`src/rtl/fifo_stream_pkg.sv`:
```
`default_nettype none
// ============================================================================
//  Module   : fifo_stream_pkg
//  Purpose  : Shared constants and occupancy encoding for the FIFO read streamer.
//  Revision : 1.0 - initial release
// ============================================================================
package fifo_stream_pkg;

   localparam int BUF_DEPTH  = 2;
   localparam int WCNT_WIDTH = 16;

   typedef enum logic [1:0] {
      OCC_EMPTY = 2'd0,
      OCC_ONE   = 2'd1,
      OCC_TWO   = 2'd2
   } occ_t;

endpackage : fifo_stream_pkg
`default_nettype wire

```
`src/rtl/fifo_stream_skid_buf.sv`:
```
`default_nettype none
// ============================================================================
//  Module   : fifo_stream_skid_buf
//  Purpose  : 2-entry in-order holding buffer; entry 0 is always the head.
//  Revision : 1.0 - initial release
// ============================================================================
module fifo_stream_skid_buf
   import fifo_stream_pkg::*;
#(
   parameter int DATA_WIDTH = 8
) (
   input  logic                  clk,
   input  logic                  reset,
   input  logic                  push,
   input  logic [DATA_WIDTH-1:0] push_data,
   input  logic                  pop,
   output logic [DATA_WIDTH-1:0] head,
   output occ_t                  occ
);

   occ_t                  r_occ, w_occ_nxt;
   logic [DATA_WIDTH-1:0] r_ent0, r_ent1;
   logic [DATA_WIDTH-1:0] w_ent0_nxt, w_ent1_nxt;

   always_ff @(posedge clk or posedge reset) begin
      if (reset) begin
         r_occ  <= OCC_EMPTY;
         r_ent0 <= '0;
         r_ent1 <= '0;
      end else begin
         r_occ  <= w_occ_nxt;
         r_ent0 <= w_ent0_nxt;
         r_ent1 <= w_ent1_nxt;
      end
   end

   // Pop on an empty buffer and push into a full one without a pop cannot be
   // requested by the strobe logic, so both are simply ignored here.
   always_comb begin
      w_occ_nxt  = r_occ;
      w_ent0_nxt = r_ent0;
      w_ent1_nxt = r_ent1;
      case (r_occ)
         OCC_EMPTY: begin
            if (push) begin
               w_ent0_nxt = push_data;
               w_occ_nxt  = OCC_ONE;
            end
         end
         OCC_ONE: begin
            case ({push, pop})
               2'b10: begin
                  w_ent1_nxt = push_data;
                  w_occ_nxt  = OCC_TWO;
               end
               2'b01:   w_occ_nxt  = OCC_EMPTY;
               2'b11:   w_ent0_nxt = push_data;
               default: w_occ_nxt  = OCC_ONE;
            endcase
         end
         OCC_TWO: begin
            if (pop) begin
               w_ent0_nxt = r_ent1;
               if (push) begin
                  w_ent1_nxt = push_data;
               end else begin
                  w_occ_nxt = OCC_ONE;
               end
            end
         end
         default: w_occ_nxt = OCC_EMPTY;
      endcase
   end

   assign head = r_ent0;
   assign occ  = r_occ;

endmodule : fifo_stream_skid_buf
`default_nettype wire

```
`src/rtl/fifo_read_streamer.sv`:
```
`default_nettype none
// ============================================================================
//  Module   : fifo_read_streamer
//  Purpose  : Drains a 1-cycle-latency FIFO onto a valid/ready stream.
//             Optional accepted-word counter enabled by FIFO_STREAM_CNT_EN.
//  Revision : 1.0 - initial release
// ============================================================================
module fifo_read_streamer
   import fifo_stream_pkg::*;
#(
   parameter int DATA_WIDTH = 8
) (
   input  logic                  clk,
   input  logic                  reset,
   input  logic                  enable,
   input  logic                  fifo_empty,
   input  logic [DATA_WIDTH-1:0] fifo_data_out,
   output logic                  Read_enable,
   output logic                  m_valid,
   input  logic                  m_ready,
   output logic [DATA_WIDTH-1:0] m_data,
   output logic                  busy
`ifdef FIFO_STREAM_CNT_EN
   ,
   output logic [WCNT_WIDTH-1:0] word_count
`endif
);

   logic       r_inflight;
   logic       w_pop;
   logic [1:0] w_committed;
   occ_t       w_occ;

   assign w_pop   = m_valid && m_ready;
   assign m_valid = (w_occ != OCC_EMPTY);
   assign busy    = m_valid || r_inflight;

   // Slots already spoken for once this cycle's pop is taken into account.
   assign w_committed = w_occ + {1'b0, r_inflight} - {1'b0, w_pop};
   assign Read_enable = !reset && enable && !fifo_empty &&
                        (w_committed < 2'(BUF_DEPTH));

   always_ff @(posedge clk or posedge reset) begin
      if (reset) begin
         r_inflight <= 1'b0;
      end else begin
         r_inflight <= Read_enable;
      end
   end

   fifo_stream_skid_buf #(
      .DATA_WIDTH (DATA_WIDTH)
   ) u_skid_buf (
      .clk       (clk),
      .reset     (reset),
      .push      (r_inflight),
      .push_data (fifo_data_out),
      .pop       (w_pop),
      .head      (m_data),
      .occ       (w_occ)
   );

`ifdef FIFO_STREAM_CNT_EN
   logic [WCNT_WIDTH-1:0] r_word_count;

   always_ff @(posedge clk or posedge reset) begin
      if (reset) begin
         r_word_count <= '0;
      end else if (w_pop) begin
         r_word_count <= r_word_count + WCNT_WIDTH'(1);
      end
   end

   assign word_count = r_word_count;
`endif

endmodule : fifo_read_streamer
`default_nettype wire

```
`config.mk`:
```
export PLATFORM = sky130hd
export DESIGN_NAME = fifo_read_streamer
export DESIGN_NICKNAME = d
export VERILOG_FILES = /design/src/rtl/fifo_stream_pkg.sv /design/src/rtl/fifo_stream_skid_buf.sv /design/src/rtl/fifo_read_streamer.sv
export SDC_FILE = /design/constraint.sdc
export NUM_CORES = 1
export LEC_CHECK = 0
export ABC_AREA = 1
export BUFFER_PORTS_ARGS = -buffer_cell sky130_fd_sc_hd__buf_4
export CAP_MARGIN = 10
export CORE_ASPECT_RATIO = 1.5
export CORE_MARGIN = 1.5
export CORE_UTILIZATION = 46
export CTS_CLUSTER_DIAMETER = 30
export DETAILED_ROUTE_END_ITERATION = 8
export PLACE_DENSITY = 0.79
export SYNTH_ARGS = -nofsm -noshare
export SYNTH_HDL_FRONTEND = slang
export SYNTH_SLANG_ARGS = --single-unit
```
`constraint.sdc`:
```
create_clock -name clk -period 1.4 [get_ports clk]
set_input_delay 0.14 -clock clk [delete_from_list [all_inputs] [get_ports clk]]
set_output_delay 0.14 -clock clk [all_outputs]
set_load 0.005 [all_outputs]
```
==> impl_metrics.py, run 1 <==
metrics = {
    "floorplan": {
        "rows": 20,
        "core-area_um2": 2000,
        "pin_count": 24,
        "dieHeight_um": 58.9,
        "start_util_pct": 47.9,
        "die-width_um": 40.3,
        "dieArea_um2": 2370,
    },
    "route": {
        "routed_wl_um": 2220,
        "via_per_inst": 5.24,
        "drc_errors": 0,
        "vias": 911,
        "wl_per_cell_um": 12.8,
        "dr.pass1.iters": 4,
        "drtAntennaViolNets": 0,
        "drt_iter0_drc": 19,
    },
    "layout": {
        "layout_commonest_cell": "nand2_1",
        "diodes": 0,
        "final_cell_mix": "nand2_1, buf_4, dfrtp_1",
        "drive_gt1_share_pct": 32.2,
        "ff_latch_area_um2": 477,
        "finish.utilization_pct": 63.7,
        "fill_cells": 173,
        "layout.nets": 167,
        "multi_input_area_um2": 463,
        "area_growth_pct": 33.0,
    },
    "timing": {
        "fmax_mhz": 661,
        "drv_slew": 0,
        "finalHoldViolations": 0,
        "rsz0062_at_grt": "yes",
        "tightest_slew_ps": 307,
        "finClkSkew_ps": 6.55,
        "relSlewSlack_pct": 79.3,
        "fin_hold_ws_ps": 50.8,
        "setup_ws_ps": -112,
        "finalSetupTns_ps": -112,
        "period_share_pct": 108,
        "min_period_ps": 1510,
        "setup_viol": 1,
    },
    "yosys": {
        "synth_top_area_share_pct": 49.5,
        "ys_seq_elements": 19,
        "ys_types": 20,
        "yosysSeqAreaShare_pct": 49.5,
        "synth_fp_nets": 133,
        "syn_area_per_cell_um2": 8.06,
        "synth.largest_area_cell": "dfrtp_1",
        "synthesis.instances": 119,
        "synthesis.area_um2": 960,
        "synth_area_leaders": "dfrtp_1, nand2_1, o21ai_1",
        "ys_warn_count": 0,
    },
    "clocking": {
        "cts_root_buf": "clkbuf_4",
        "cts_max_path_buffers": 2,
        "cts.sinks": 19,
        "clk-insertion-delay-late_ps": 300,
        "tritoncts": "done",
        "numCtsBuffers": 3,
        "clkSlewWorstSetupHoldPaths_ps": 110,
        "htree_levels": 1,
    },
    "worst_setup_path": {
        "crit_path_max_incr_delay_ps": 400,
        "reg2reg_depth": 8,
        "ff2ff_setup_slack_ps": 60,
        "timing.rr.end": "u_skid_buf.r_ent1[6]",
        "crit_slowest_cell": "dfrtp_1",
        "rr_startpoint": "u_skid_buf.occ[1]",
        "crit_required_ps": 1260,
        "worst_setup_path_start_kind": "flop",
        "arrival_ps": 1370,
        "end_kind": "output port",
        "critical_path.max_fanout": 6,
        "path_cells": "inv_2 > nand4_1 > a21oi_1 > nor2_2 > buf_4",
        "crit_type": "reg2out",
    },
    "grt": {
        "grt_start_max_net_pins": 20,
        "grt_usage_pct": 22.0,
        "grt_antenna_before_repair": 0,
        "grt-ovfl-total": 0,
        "grt_pass1_vias": 868,
        "grt_pass1_wl_um": 3580,
    },
    "power": {
        "switching_power_uw": 745,
        "power.share.clock_pct": 13.3,
        "power.internal_uw": 1350,
        "power_density_nw_per_um2": 1640,
        "swShare_pct": 35.6,
        "p_leak_uw": 0.000679,
        "total_power_uw": 2090,
        "power_frac_comb_pct": 43.4,
        "ir_worst_vdd_mv": 1.05,
        "seqPwrFrac_pct": 43.3,
    },
    "worst_hold_path": {
        "min_path_type": "in2reg",
        "hold-path-cell-count": 3,
        "hold_end": "u_skid_buf.r_ent1[0]",
        "min_from": "fifo_data_out[0]",
    },
    "run": {
        "max_cap_viol_count": 0,
    },
    "placement": {
        "place_ws_ps": 42.6,
        "hpwl_um": 1520,
        "portBuffers": 23,
        "gp_congestion": 0.773,
    },
    "outcome": {
        "failed_checks": "setup timing",
        "status": "complete, but fails checks",
    },
}
## sequential cells by signal, indices dropped and copies added (netlist names)
register and cells:
u_skid_buf.head 8, u_skid_buf.r_ent1 8, u_skid_buf.occ 2, r_inflight 1
## cell families (layout without fill, tap and decap cells)
logic type	after synthesis	in the layout	synth area share, %
buffers and inverters	16	48	8.08
adder cells (fa/ha/maj)	1	1	1.30
flip-flops	19	19	49.5
AND/OR/NAND/NOR	61	62	28.8
AO/OA/AOI/OAI	22	22	12.3
## synth_stat cells
library cell and count:
nand3_2 1, o21ai_1 15, inv_1 11, a21oi_1 3, nand2_4 1, inv_2 3
ha_1 1, nand4_1 1, nand2_1 41, nand2_2 2, buf_12 1, nand3_1 10
nor2_4 1, o21ai_0 2, dfrtp_1 19, nand3b_1 1, nor2_1 2, buf_2 1
o21ai_2 2, nor2_2 1
## per-layer routing
layer,vias to the layer above,part of all wire [%],GRT usage [%]
li1,448,-,-
met1,427,38,26.5
met2,32,56,36.2
met3,4,4.9,3.77
met4,0,1.5,11.0
met5,-,0,0
## critical path, delay by kind of cell, from the launching register on
| kind | cells | cell delay, ps |
|---|---|---|
| DFF | 1 | 400 |
| buffers and inverters | 2 | 240 |
| and+or+nand+nor | 2 | 210 |
| AOI/OAI and AO/OA | 1 | 210 |
## stage by stage
step,cells,area [µm²]
floorplan,119,960
finish,174,1280
detailed placement,163,1140
global placement,163,1140
global route,174,1280
CTS,173,1230
## what timing repair did
item,in CTS,in global routing
hold buffers,1,0
setup endpoints to repair,1,16
buffers inserted,5,1
cloned,0,1
pin swaps,0,1
resized for setup,5,6
hold endpoints to repair,19,0
## final cells by class
| type | instances | share of cell area (%) |
|---|---|---|
| Sequential cell | 19 | 37.4 |
| Multi-Input combinational cell | 85 | 36.3 |
| Timing Repair Buffer | 30 | 17.8 |
| Inverter | 14 | 4.31 |
| Tap cell | 22 | 2.16 |
| Clock buffer | 4 | 2.06 |
## power groups by stage
stage	sequential (µW)	clock (µW)	combinational, µW
after floorplan	923	0	448
after global placement	920	0	761
after detailed placement	934	0	786
after CTS	907	282	866
after global routing	930	301	1020
final	907	278	909
## worst max path at each step
stage	endpoint	slack [ps]	from	cells after the start
3_5_place_dp	u_skid_buf.r_ent1[6]	40	u_skid_buf.occ[0]	8
2_1_floorplan	u_skid_buf.r_ent1[0]	50	u_skid_buf.occ[0]	9
5_1_grt	Read_enable	-230	u_skid_buf.occ[0]	6
3_3_place_gp	u_skid_buf.r_ent1[6]	100	u_skid_buf.occ[0]	8
4_1_cts	Read_enable	-80	u_skid_buf.occ[0]	5
6_report	Read_enable	-110	u_skid_buf.occ[0]	5
Power figures use the tool's default switching activity.
==> inputs of run 2 (changes only) <==
Settings changed: CTS_BUF_LIST set to sky130_fd_sc_hd__clkbuf_16, PLACE_DENSITY 0.79 to 0.73.
==> impl_metrics.py, run 2 (synthesis gave the netlist of run 1 again) <==
metrics = {
    "grt": {
        "grt_antenna_before_repair": 0,
        "grt_usage_pct": 20.8,
        "grt_pass1_vias": 815,
        "grt_start_max_net_pins": 20,
        "grt_pass1_wl_um": 3390,
        "grt-ovfl-total": 0,
    },
    "floorplan": {
        "dieArea_um2": 2370,
        "rows": 20,
        "die-width_um": 40.3,
        "dieHeight_um": 58.9,
        "core-area_um2": 2000,
        "start_util_pct": 47.9,
        "pin_count": 24,
    },
    "worst_hold_path": {
        "hold-path-cell-count": 3,
        "hold_end": "u_skid_buf.r_ent1[7]",
        "min_path_type": "in2reg",
        "min_from": "fifo_data_out[7]",
    },
    "route": {
        "drtAntennaViolNets": 0,
        "dr.pass1.iters": 4,
        "routed_wl_um": 2100,
        "wl_per_cell_um": 12.3,
        "via_per_inst": 5.15,
        "drt_iter0_drc": 6,
        "vias": 881,
        "drc_errors": 0,
    },
    "placement": {
        "gp_congestion": 0.699,
        "hpwl_um": 1530,
        "portBuffers": 23,
        "dpl_cell_area_um2": 1140,
        "place_ws_ps": 46.1,
    },
    "timing": {
        "period_share_pct": 105,
        "setup_viol": 1,
        "rsz0062_at_grt": "yes",
        "tightest_slew_ps": 248,
        "fin_hold_ws_ps": 105,
        "finClkSkew_ps": 4.24,
        "relSlewSlack_pct": 83.4,
        "setup_ws_ps": -66.6,
        "fmax_mhz": 682,
        "min_period_ps": 1470,
        "drv_slew": 0,
        "finalHoldViolations": 0,
    },
    "layout": {
        "diodes": 0,
        "drive_gt1_share_pct": 29.5,
        "layout_commonest_cell": "nand2_1",
        "layout.nets": 164,
        "final_cell_mix": "nand2_1, buf_4, dfrtp_1",
        "area_growth_pct": 33.0,
        "final_area_um2": 1280,
    },
    "worst_setup_path": {
        "rr_startpoint": "u_skid_buf.occ[1]",
        "worst_setup_path_start_kind": "flop",
        "crit_slowest_cell": "dfrtp_2",
        "reg2reg_depth": 8,
        "path_buf_inv": 2,
        "path_cells": "inv_4 > nand4_1 > a21oi_1 > nor2_2 > buf_4",
        "ff2ff_setup_slack_ps": 120,
        "crit_type": "reg2out",
        "cp_top_family": "flip-flops",
        "timing.rr.end": "u_skid_buf.head[5]",
        "end_kind": "output port",
        "crit_path_max_incr_delay_ps": 440,
        "crit_required_ps": 1260,
        "critical_path.max_fanout": 6,
        "arrival_ps": 1330,
    },
    "clocking": {
        "tritoncts": "done",
        "clkSlewWorstSetupHoldPaths_ps": 50,
        "clk-insertion-delay-late_ps": 250,
        "cts_root_buf": "clkbuf_16",
        "numCtsBuffers": 3,
        "cts.sinks": 19,
        "htree_levels": 1,
        "cts_max_path_buffers": 2,
    },
    "power": {
        "power.internal_uw": 1600,
        "total_power_uw": 2330,
        "switching_power_uw": 729,
        "power_density_nw_per_um2": 1820,
        "p_leak_uw": 0.000671,
        "seqPwrFrac_pct": 39.9,
        "power.share.clock_pct": 24.0,
        "power_frac_comb_pct": 36.1,
        "swShare_pct": 31.3,
        "ir_worst_vdd_mv": 0.992,
    },
    "run": {
        "max_cap_viol_count": 0,
    },
    "outcome": {
        "failed_checks": "setup timing",
        "status": "complete, but fails checks",
    },
}
-- run 2: cell types whose count changed in the layout (fill, tap and decap cells not counted), sizes merged --
cell	change
buf	-2
clkbuf	-1
inv	+1
nand2	-1
-- run 2: timing repair --
action / 4_1_cts / 5_1_grt
endpoints found under the hold margin: 3 / 0
setup buffers: 2 / 1
pin swaps: 0 / 0
resized for setup: 3 / 3
hold buffers: 1 / 0
setup endpoints to repair: 1 / 17
-- run 2: layout make-up --
class                           count  area, µm²
Clock buffer                        3       75.1
Clock inverter                      1       3.75
Fill cell                         186        726
Inverter                           14       55.1
Multi-Input combinational cell     84        425
Sequential cell                    19        477
Tap cell                           22       27.5
Timing Repair Buffer               28        213
-- run 2: power by group through the flow --
stage          Clock [µW]  Combinational, µW  Sequential [µW]
3_3_place_gp            0                765              924
5_1_grt               594                954              950
2_1_floorplan           0                448              923
6_report              559                841              927
4_1_cts               569                837              920
3_5_place_dp            0                785              934
-- run 2: metal layers --
| metal | global-route usage [%] | wire, µm |
|---|---|---|
| met5 | 0 | 0 |
| met3 | 2.64 | 56 |
| met2 | 35.7 | 1150 |
| met4 | 9.05 | 43 |
| met1 | 24.7 | 849 |
-- run 2: worst max path at each step --
stage                            from                    to  slack [ps]  cells past startpoint
floorplan           u_skid_buf.occ[0]  u_skid_buf.r_ent1[0]          50                      9
global route        u_skid_buf.occ[0]           Read_enable        -150                      6
detailed placement  u_skid_buf.occ[0]  u_skid_buf.r_ent1[0]          50                      8
CTS                 u_skid_buf.occ[0]           Read_enable         -10                      5
finish              u_skid_buf.occ[0]           Read_enable         -70                      5
global placement    u_skid_buf.occ[0]  u_skid_buf.r_ent1[0]         100                      8
-- run 2: per-stage QoR --
stage	TNS, ps	utilization (%)	cells
after detailed placement	0	57.1	163
final	-66.6	63.7	171
after floorplan	0	-	119
after CTS	-12.6	62.6	170
after global routing	-151	63.7	171
after global placement	0	57.1	163
-- run 2: worst min-delay path, cell delays in order --
cell	delay, ps
buf_4	80
nand2_1	50
o21ai_2	40
==> inputs of run 3 (changes only) <==
Settings changed: CORE_ASPECT_RATIO 1.5 to unset, GPL_TIMING_DRIVEN set to 0.
==> impl_metrics.py, run 3 (synthesis gave the netlist of run 1 again) <==
metrics = {
    "grt": {
        "grt-ovfl-total": 0,
        "grt_usage_pct": 20.1,
        "grt_antenna_before_repair": 0,
        "grt_pass1_vias": 807,
        "grt_pass1_wl_um": 3680,
        "grt_start_max_net_pins": 20,
    },
    "clocking": {
        "clk-insertion-delay-late_ps": 250,
        "tritoncts": "done",
        "cts_root_buf": "clkbuf_16",
        "numCtsBuffers": 3,
        "htree_levels": 1,
        "cts_max_path_buffers": 2,
        "clkSlewWorstSetupHoldPaths_ps": 50,
        "cts.sinks": 19,
    },
    "route": {
        "wl_per_cell_um": 12.0,
        "routed_wl_um": 2120,
        "dr.pass1.iters": 6,
        "via_per_inst": 5.04,
        "vias": 892,
        "drc_errors": 0,
        "drt_iter0_drc": 13,
        "drtAntennaViolNets": 0,
    },
    "timing": {
        "period_share_pct": 106,
        "tightest_slew_ps": 864,
        "rsz0062_at_grt": "yes",
        "drv_slew": 0,
        "finClkSkew_ps": 3.07,
        "relSlewSlack_pct": 42.4,
        "setup_ws_ps": -90.2,
        "setup_viol": 1,
        "finalHoldViolations": 0,
        "min_period_ps": 1490,
        "fmax_mhz": 671,
        "finalSetupTns_ps": -90.2,
    },
    "floorplan": {
        "pin_count": 24,
        "dieHeight_um": 48.7,
        "dieArea_um2": 2370,
        "start_util_pct": 48.9,
        "die-width_um": 48.7,
        "rows": 16,
        "core-area_um2": 1960,
    },
    "worst_setup_path": {
        "path_cells": "inv_4 > nand4_1 > a21oi_1 > nor2_2 > buf_4",
        "critical_path.max_fanout": 6,
        "crit_start": "u_skid_buf.occ[0]",
        "ff2ff_setup_slack_ps": 50,
        "reg2reg_depth": 9,
        "crit_slowest_cell": "dfrtp_2",
        "crit_type": "reg2out",
        "rr_startpoint": "u_skid_buf.occ[1]",
        "crit_required_ps": 1260,
        "crit_path_max_incr_delay_ps": 440,
        "end_kind": "output port",
        "worst_setup_path_start_kind": "flop",
        "timing.rr.end": "u_skid_buf.r_ent1[0]",
        "arrival_ps": 1350,
    },
    "layout": {
        "drive_gt1_share_pct": 34.0,
        "finish.utilization_pct": 67.0,
        "multi_input_area_um2": 430,
        "area_growth_pct": 36.9,
        "final_area_um2": 1310,
        "diodes": 0,
        "layout.nets": 165,
        "final_cell_mix": "nand2_1, buf_4, dfrtp_1",
        "fill_cells": 185,
        "ff_latch_area_um2": 477,
        "finalNonFillerCells": 177,
        "layout_commonest_cell": "nand2_1",
    },
    "power": {
        "switching_power_uw": 761,
        "power.share.clock_pct": 24.3,
        "p_leak_uw": 0.000688,
        "ir_worst_vdd_mv": 1.05,
        "seqPwrFrac_pct": 38.6,
        "power.internal_uw": 1630,
        "power_frac_comb_pct": 37.1,
        "power_density_nw_per_um2": 1820,
        "swShare_pct": 31.8,
    },
    "placement": {
        "dpl_cell_area_um2": 1170,
        "hpwl_um": 1480,
        "gp_congestion": 0.771,
        "place_ws_ps": -130,
        "portBuffers": 23,
        "dp.cells": 169,
    },
    "worst_hold_path": {
        "min_from": "fifo_data_out[3]",
        "hold-path-cell-count": 3,
        "hold_end": "u_skid_buf.r_ent1[3]",
        "min_path_type": "in2reg",
    },
    "run": {
        "max_cap_viol_count": 0,
    },
    "outcome": {
        "status": "complete, but fails checks",
        "failed_checks": "setup timing",
    },
}
==> run 3: power groups by stage <==
stage / combinational (µW) / sequential [µW] / clock, µW
after floorplan: 448 / 923 / 0
after global placement: 770 / 924 / 0
after detailed placement: 794 / 933 / 0
after CTS: 854 / 923 / 592
after global routing: 998 / 953 / 621
final: 888 / 924 / 580
==> run 3: worst max-delay path, delay by kind of cell (launching register included) <==
| kind | cells | cell delay (ps) |
|---|---|---|
| flip-flops | 1 | 440 |
| AO/OA/AOI/OAI | 1 | 220 |
| AND/OR/NAND/NOR | 2 | 220 |
| buffers and inverters | 2 | 220 |
==> run 3: timing repair <==
| action | in CTS | in global routing |
|---|---|---|
| hold endpoints to repair | 19 | 0 |
| gates resized for setup | 4 | 7 |
| pin swaps | 0 | 3 |
| endpoints found under the setup margin | 9 | 18 |
| hold buffers | 1 | 0 |
| buffers inserted | 2 | 2 |
==> run 3: per-stage QoR <==
| step | hold slack [ps] | total power [µW] |
|---|---|---|
| finish | 103 | 2390 |
| detailed placement | 316 | 1730 |
| global placement | 312 | 1690 |
| CTS | 104 | 2370 |
| floorplan | 99.4 | 1370 |
| global route | 120 | 2570 |
==> run 3: area by class of cell <==
cell class / count / area share [%]
Tap cell: 27 / 2.57
Buffer: 1 / 1.52
Sequential cell: 19 / 36.3
Clock inverter: 1 / 0.286
Inverter: 14 / 4.48
Multi-Input combinational cell: 84 / 32.8
Clock buffer: 3 / 5.71
Timing Repair Buffer: 28 / 16.4
==> run 3: worst max-delay path by stage <==
stage,endpoint,slack [ps],depth (start not counted)
floorplan,u_skid_buf.r_ent1[0],50,9
global placement,Read_enable,-70,7
detailed placement,Read_enable,-130,7
CTS,Read_enable,-60,6
global route,Read_enable,-200,6
finish,Read_enable,-90,5
==> run 3: per-layer routing <==
layer | vias up | GRT usage (%) | wire length (µm)
met1 | 414 | 28.2 | 950
li1 | 445 | - | -
met3 | 5 | 2.78 | 89
met5 | - | 0 | 0
met2 | 28 | 32.0 | 1040
met4 | 0 | 7.14 | 46
